<file path="src/rtl/edge_qualifier_if.sv">
// Signal bundle for the edge qualifier: control inputs and the qualified level/strobe/count outputs.
interface edge_qualifier_if #(
    parameter int unsigned CNT_W = 8
);
    logic             en;
    logic             sig_in;
    logic             clear_cnt;
    logic             sig_out;
    logic             rise;
    logic             fall;
    logic             busy;
    logic [CNT_W-1:0] glitch_cnt;

    modport master (
        output en, sig_in, clear_cnt,
        input  sig_out, rise, fall, busy, glitch_cnt
    );

    modport slave (
        input  en, sig_in, clear_cnt,
        output sig_out, rise, fall, busy, glitch_cnt
    );
endinterface

</file>
<file path="src/rtl/edge_qualifier.sv">
// Synchronises an asynchronous pulse line, rejects glitches shorter than FILTER_LEN+1 cycles and
// emits a registered clean level with rise/fall strobes plus a saturating rejected-glitch count.
module edge_qualifier #(
    parameter int unsigned SYNC_STAGES = 2,
    parameter int unsigned FILTER_LEN  = 3,
    parameter int unsigned CNT_W       = 8
) (
    input logic             clk,
    input logic             reset,
    edge_qualifier_if.slave bus
);
    localparam int unsigned StabW = $clog2(FILTER_LEN + 1);
    localparam logic [StabW-1:0] FilterMax = StabW'(FILTER_LEN);
    localparam logic [CNT_W-1:0] CntMax = {CNT_W{1'b1}};

    typedef enum logic [1:0] {StLo, PendHi, StHi, PendLo} state_e;

    logic [SYNC_STAGES-1:0] sync_q;
    logic                   sync_s;
    state_e                 state_q, state_d;
    logic [StabW-1:0]       stab_q, stab_d;
    logic                   sig_q, sig_d;
    logic                   rise_q, rise_d;
    logic                   fall_q, fall_d;
    logic                   busy_q, busy_d;
    logic [CNT_W-1:0]       cnt_q, cnt_d;
    logic                   glitch;

    assign sync_s = sync_q[SYNC_STAGES-1];

    // The synchroniser ignores en so sync_s is always current when qualification resumes.
    always_ff @(posedge clk or posedge reset) begin
        if (reset) begin
            sync_q <= '0;
        end else begin
            sync_q <= {sync_q[SYNC_STAGES-2:0], bus.sig_in};
        end
    end

    always_comb begin
        state_d = state_q;
        stab_d  = stab_q;
        sig_d   = sig_q;
        rise_d  = 1'b0;
        fall_d  = 1'b0;
        glitch  = 1'b0;
        case (state_q)
            StLo: begin
                if (bus.en && sync_s) begin
                    state_d = PendHi;
                    stab_d  = StabW'(1);
                end
            end
            PendHi: begin
                if (!bus.en) begin
                    state_d = StLo;
                    stab_d  = '0;
                end else if (sync_s) begin
                    if (stab_q == FilterMax) begin
                        state_d = StHi;
                        stab_d  = '0;
                        sig_d   = 1'b1;
                        rise_d  = 1'b1;
                    end else begin
                        stab_d = stab_q + 1'b1;
                    end
                end else begin
                    state_d = StLo;
                    stab_d  = '0;
                    glitch  = 1'b1;
                end
            end
            StHi: begin
                if (bus.en && !sync_s) begin
                    state_d = PendLo;
                    stab_d  = StabW'(1);
                end
            end
            PendLo: begin
                if (!bus.en) begin
                    state_d = StHi;
                    stab_d  = '0;
                end else if (!sync_s) begin
                    if (stab_q == FilterMax) begin
                        state_d = StLo;
                        stab_d  = '0;
                        sig_d   = 1'b0;
                        fall_d  = 1'b1;
                    end else begin
                        stab_d = stab_q + 1'b1;
                    end
                end else begin
                    state_d = StHi;
                    stab_d  = '0;
                    glitch  = 1'b1;
                end
            end
            default: begin
                state_d = StLo;
                stab_d  = '0;
                sig_d   = 1'b0;
            end
        endcase

        busy_d = (state_d == PendHi) || (state_d == PendLo);

        // Clear takes priority over a same-cycle rejection.
        cnt_d = cnt_q;
        if (bus.clear_cnt) begin
            cnt_d = '0;
        end else if (glitch && (cnt_q != CntMax)) begin
            cnt_d = cnt_q + 1'b1;
        end
    end

    always_ff @(posedge clk or posedge reset) begin
        if (reset) begin
            state_q <= StLo;
            stab_q  <= '0;
            sig_q   <= 1'b0;
            rise_q  <= 1'b0;
            fall_q  <= 1'b0;
            busy_q  <= 1'b0;
            cnt_q   <= '0;
        end else begin
            state_q <= state_d;
            stab_q  <= stab_d;
            sig_q   <= sig_d;
            rise_q  <= rise_d;
            fall_q  <= fall_d;
            busy_q  <= busy_d;
            cnt_q   <= cnt_d;
        end
    end

    assign bus.sig_out    = sig_q;
    assign bus.rise       = rise_q;
    assign bus.fall       = fall_q;
    assign bus.busy       = busy_q;
    assign bus.glitch_cnt = cnt_q;
endmodule

</file>
<file path="src/flat_wrapper.sv">
// flat-port wrapper written by rule: the top's interface ports become plain ports
module edge_qualifier_flat 
#(
    parameter int unsigned SYNC_STAGES = 2,
    parameter int unsigned FILTER_LEN  = 3,
    parameter int unsigned CNT_W       = 8
)
  (clk, reset, bus_en, bus_sig_in, bus_clear_cnt, bus_sig_out, bus_rise, bus_fall, bus_busy, bus_glitch_cnt);
  edge_qualifier_if #(.CNT_W(CNT_W)) bus_i ();
  input logic clk;
  input logic reset;
  input wire logic [$bits(bus_i.en)-1:0] bus_en;
  input wire logic [$bits(bus_i.sig_in)-1:0] bus_sig_in;
  input wire logic [$bits(bus_i.clear_cnt)-1:0] bus_clear_cnt;
  output wire logic [$bits(bus_i.sig_out)-1:0] bus_sig_out;
  output wire logic [$bits(bus_i.rise)-1:0] bus_rise;
  output wire logic [$bits(bus_i.fall)-1:0] bus_fall;
  output wire logic [$bits(bus_i.busy)-1:0] bus_busy;
  output wire logic [$bits(bus_i.glitch_cnt)-1:0] bus_glitch_cnt;
  assign bus_i.en = bus_en;
  assign bus_i.sig_in = bus_sig_in;
  assign bus_i.clear_cnt = bus_clear_cnt;
  assign bus_sig_out = bus_i.sig_out;
  assign bus_rise = bus_i.rise;
  assign bus_fall = bus_i.fall;
  assign bus_busy = bus_i.busy;
  assign bus_glitch_cnt = bus_i.glitch_cnt;
  edge_qualifier #(.SYNC_STAGES(SYNC_STAGES), .FILTER_LEN(FILTER_LEN), .CNT_W(CNT_W)) u_core (.clk(clk), .reset(reset), .bus(bus_i));
endmodule
</file>
<file path="config.mk">
export PLATFORM = sky130hd
export DESIGN_NAME = edge_qualifier_flat
export DESIGN_NICKNAME = d
export VERILOG_FILES = /design/src/rtl/edge_qualifier_if.sv /design/src/rtl/edge_qualifier.sv /design/src/flat_wrapper.sv
export SDC_FILE = /design/constraint.sdc
export NUM_CORES = 1
export LEC_CHECK = 0
export BUFFER_PORTS_ARGS = -buffer_cell sky130_fd_sc_hd__buf_4
export CORE_ASPECT_RATIO = 0.6
export CORE_MARGIN = 2
export CORE_UTILIZATION = 35
export DETAILED_ROUTE_END_ITERATION = 8
export SYNTH_ARGS = -nofsm -noshare
export SYNTH_HDL_FRONTEND = slang
export SYNTH_SLANG_ARGS = --single-unit
</file>
<file path="constraint.sdc">
create_clock -name clk -period 2.4 [get_ports clk]
set_input_delay 0.48 -clock clk [delete_from_list [all_inputs] [get_ports clk]]
set_output_delay 0.48 -clock clk [all_outputs]
set_load 0.02 [all_outputs]
</file>
* After elaboration in Yosys (flattened, before gate mapping) *
Index checks and enable logic that the tools add are counted.

storage, ports and cells
  flip-flop bits (word level) = 18
  input bits = 5
  output and inout bits = 12
  logic and storage cells = 73

operators by class
  $add $sub $neg = 2
  equal/unequal tests = 15
  multiplexer cells = 38
  reductions and logical operators = 10

operators with widths
  operator                                                          number
  2-bit 2-to-1 mux                                                  15
  1-bit 2-to-1 mux                                                  17
  8-bit 2-to-1 mux                                                  2
  2-bit case mux with 4 select lines                                2
  2-bit by 1-bit != test with 1-bit output (second input constant)  5
  8-bit by 1-bit adder with 8-bit output (second input constant)    1
  2-bit == test (second input constant)                             4
  8-bit != test (second input constant)                             1
  7-bit AND reduction                                               1
  2-bit != test (second input constant)                             3
  2-bit by 1-bit == test with 1-bit output (second input constant)  2
  1-bit case mux with 2 select lines                                2
  2-bit nonzero test                                                2
  1-bit logical AND                                                 3
  2-bit by 1-bit adder with 2-bit output (second input constant)    1
  2-bit zero test                                                   1
  2-bit AND reduction                                               1
  1-bit zero test                                                   1
  1-bit logical OR                                                  1

* Longest topological paths before layout *
  depth in word-level cells = 7
  gate-level depth with buffers = 6
  gate-level depth less buffers = 5

* Worst setup path before layout *
No wires, ideal clock.

  path kind = flip-flop to flip-flop
  start = reg u_core.state_q[0]
  end = reg u_core.cnt_q[4] (netlist: u_core.bus.glitch_cnt[4])
  arrival = 1830 ps
  data required time = 2272 ps
  path slack = 442 ps
  cell stages (with the launch flop) = 7
  period minus slack after synthesis = 1958 ps
  cell sequence = dfrtp_1 > buf_2 > and2_1 > ha_1 > nand3b_2 > a2111oi_4 > mux2_1

between the ends
  longest elaborated chain between the ends = 4
  elaborated cells between the ends (all ways) = 5

RTL lines
  what                                                                       line                   text
  start, declared                                                            edge_qualifier.sv:20   state_e state_q, state_d;
  start signal, assigned                                                     edge_qualifier.sv:118  state_q <= StLo;
  start signal, assigned                                                     edge_qualifier.sv:126  state_q <= state_d;
  2-bit == test or 2-bit by 1-bit == test with 1-bit output (tied branches)  edge_qualifier.sv:47   case (state_q)
  1-bit case mux with 2 select lines (*)                                     edge_qualifier.sv:47
  1-bit logical AND (*)                                                      edge_qualifier.sv:111  end else if (glitch && (cnt_q != CntMax)) begin
  2-bit nonzero test (no line) (*)                                           n/a
  end signal, assigned                                                       edge_qualifier.sv:132  cnt_q <= cnt_d;
  end, declared                                                              edge_qualifier.sv:26   logic [CNT_W-1:0] cnt_q, cnt_d;

Every way passes the cells marked *; elsewhere a longest branch is shown, timed or not.
A chain may end at the register's enable or synchronous reset.

* Worst setup path after layout *
Ends and elaborated chain as after synthesis.

==> out/qor.csv <==
metric,value,unit
# clock sinks,18,
Most used DFF post-synth,dfrtp_1,
Yosys top cell by area,dfrtp_1,
H-tree depth,1,
row count,14,
vias in the first global route,593,
Placer Congestion,0.815,
Detail Route Antenna Nets,0,
drt drc,0,
Max Cap Viol,0,
Die Span Y,43.5,µm
unrepaired setup endpoints after global routing,no,
clk_lat worst skew,0.26,ns
Top-Level Pins,17,
Max Slew Vio Count,0,
Num CTS Buffers,3,
Clock transition at path regs,0.07,ns
fin crit period,2.03,ns
synth-to-layout area growth,21.5,%
largest net degree at the start of global routing,19,
gr usage total,0.123,
Mapped Cells,83,
post-CTS sizing,0,
post-DR wirelength/cell,13.3,µm
yosys synthesis warning count,0,
Synth Net Count,91,
Post-CTS Setup Repair Bufs,0,
maximum clock insertion buffer count,2,
synth cell count leaders,"dfrtp_1, a21oi_1, a31oi_1, nor2_1",
Multi-input gate area,428,µm²
number of DRC markers in iteration 0,57,
initial antenna violation count,0,
Initial Utilization,0.366,
Overall Power,0.743,mW
post-synth top area share,0.495,
most common cell in the netlist,dfrtp_1,
fmax,493,MHz
DIE AREA,0.00304,mm²
register area share after synthesis,0.495,
slew margin rel.,0.538,
endpoint type of the worst setup path,flip-flop,
setup violators final,0,
synthesis-stage register bit count,18,
kind of critical path,reg2reg,
"critical path fanouts, max",10,
worst endpoint data arrival time,2.17,ns
class of the most critical hold timing path,in2async,
Hold Buf Count CTS,0,
TritonRoute pass-1 iters,4,
asr flop ratio synth,1.00,
Worst-Margin Slew,0.693,ns
width of the die,69.8,µm
area of the mapped netlist,910,µm²
antenna fix cells,0,
Final Skew,0.00420,ns
IO buf count,16,
period utilisation layout,0.844,
Avg Synthesized Cell Area,11.0,µm²
status,completed,
CP required,2.54,ns
crit start category,flip-flop,
clk root buf,clkbuf_8,
Layout fillers,237,
Hold Fails Final Rpt,0,
Post-synth EDFFs,0,
Netlist cell types,29,
grt ovf,0,
nets,109,
HPWL Detailed,1290,µm
Synth area leaders,"dfrtp_1, ha_1, a21oi_1",
first-pass GRT wire length,2830,µm
setup TNS,0,ns
Leak Pwr,0.515,nW
Core Box Area,0.00249,mm²
Post-Route WL,1750,µm
worst-case vdd ir drop,0.282,mV
CTS tree,done,
layout cells sized above 1,0.240,
post-DR vias/cell,5.19,
DR vias,685,
PwrDens,672,mW/mm²
FF+latch area,450,µm²
kinds of logic after synthesis:
group / count (synthesis) / synth area share
fa+ha+maj: 3 / 0.0413
xor+xnor: 1 / 0.00963
compound gates: 19 / 0.157
simple gates: 31 / 0.204
mux: 5 / 0.0591
buf+inv: 6 / 0.0344
flops: 18 / 0.495
layout make-up:
type                    count  area share
multi-input cells          59       0.387
repair buffers             16       0.109
inverters                   3      0.0102
flip-flops and latches     18       0.408
clock buffers               4      0.0498
well taps                  32      0.0362
per-stage QoR:
stage	util	setup WS (ns)	hold slack [ns]	cells	area [µm²]
floorplan	-	0.442	0.331	83	910
global placement	0.422	0.421	0.332	128	1050
detailed placement	0.422	0.370	0.342	128	1050
CTS	0.444	0.367	0.320	132	1100
global route	0.444	0.282	0.324	132	1100
finish	0.444	0.373	0.325	132	1100
power breakdown:
part | switching, mW | leakage (nW) | internal [mW]
sequential | 0.0336 | 0.240 | 0.337
clock | 0.105 | 0.0288 | 0.146
combinational | 0.0636 | 0.246 | 0.0571
total | 0.202 | 0.515 | 0.540
routing by layer:
layer | part of all wire | GRT usage | vias up
li1 | - | - | 334
met1 | 0.53 | 0.174 | 325
met2 | 0.39 | 0.168 | 22
met4 | 0.014 | 0.0462 | 0
met5 | 0 | 0 | -
met3 | 0.072 | 0.0535 | 4
registers in the layout (all words and copies together) (netlist names):
signal,cells
u_core.bus.busy,1
u_core.sync_q,2
u_core.bus.fall,1
u_core.bus.rise,1
u_core.bus.glitch_cnt,8
u_core.bus.sig_out,1
u_core.state_q,2
u_core.stab_q,2
worst paths after layout:
kind	start	slack, ns	to	depth (start not counted)
min reg2reg	u_core.sync_q[0]$_DFF_PP0_	0.36	u_core.sync_q[1]$_DFF_PP0_	0
max in group asynchronous	reset	1.63	u_core.stab_q[0]$_DFFE_PP0P_	2
min	reset	0.33	u_core.stab_q[1]$_DFFE_PP0P_	2
min in group clk	bus_sig_in	0.33	u_core.sync_q[0]$_DFF_PP0_	1
max reg2reg	u_core.state_q[0]$_DFF_PP0_	0.37	u_core.bus.glitch_cnt[4]$_DFFE_PP0P_	5
max	u_core.state_q[0]$_DFF_PP0_	0.37	u_core.bus.glitch_cnt[4]$_DFFE_PP0P_	5
critical path, cell delays in order (launching register included):
cell and delay (ns):
dfrtp_1 0.47, and2_1 0.20, ha_1 0.27, nand3b_2 0.27, a2111oi_4 0.35, mux2_1 0.35
placed cells by master (no fill, tap or decap):
cell type,count
a211oi_1,2
o21a_1,1
a2111oi_4,1
nor2b_1,4
nand2_1,4
a31oi_1,5
dfrtp_1,18
and3b_1,1
mux2_1,2
nand3_1,3
ha_1,3
a21oi_1,7
inv_1,3
and3_1,2
clkbuf_8,4
nor2_1,5
mux2i_1,2
nor3b_1,2
and4_4,1
nor3_1,1
nand2b_1,3
and2_1,3
and4b_1,1
nand3b_2,1
xor2_1,1
a311oi_1,3
buf_4,16
mux2_2,1
(Power assumes the default switching activity.)
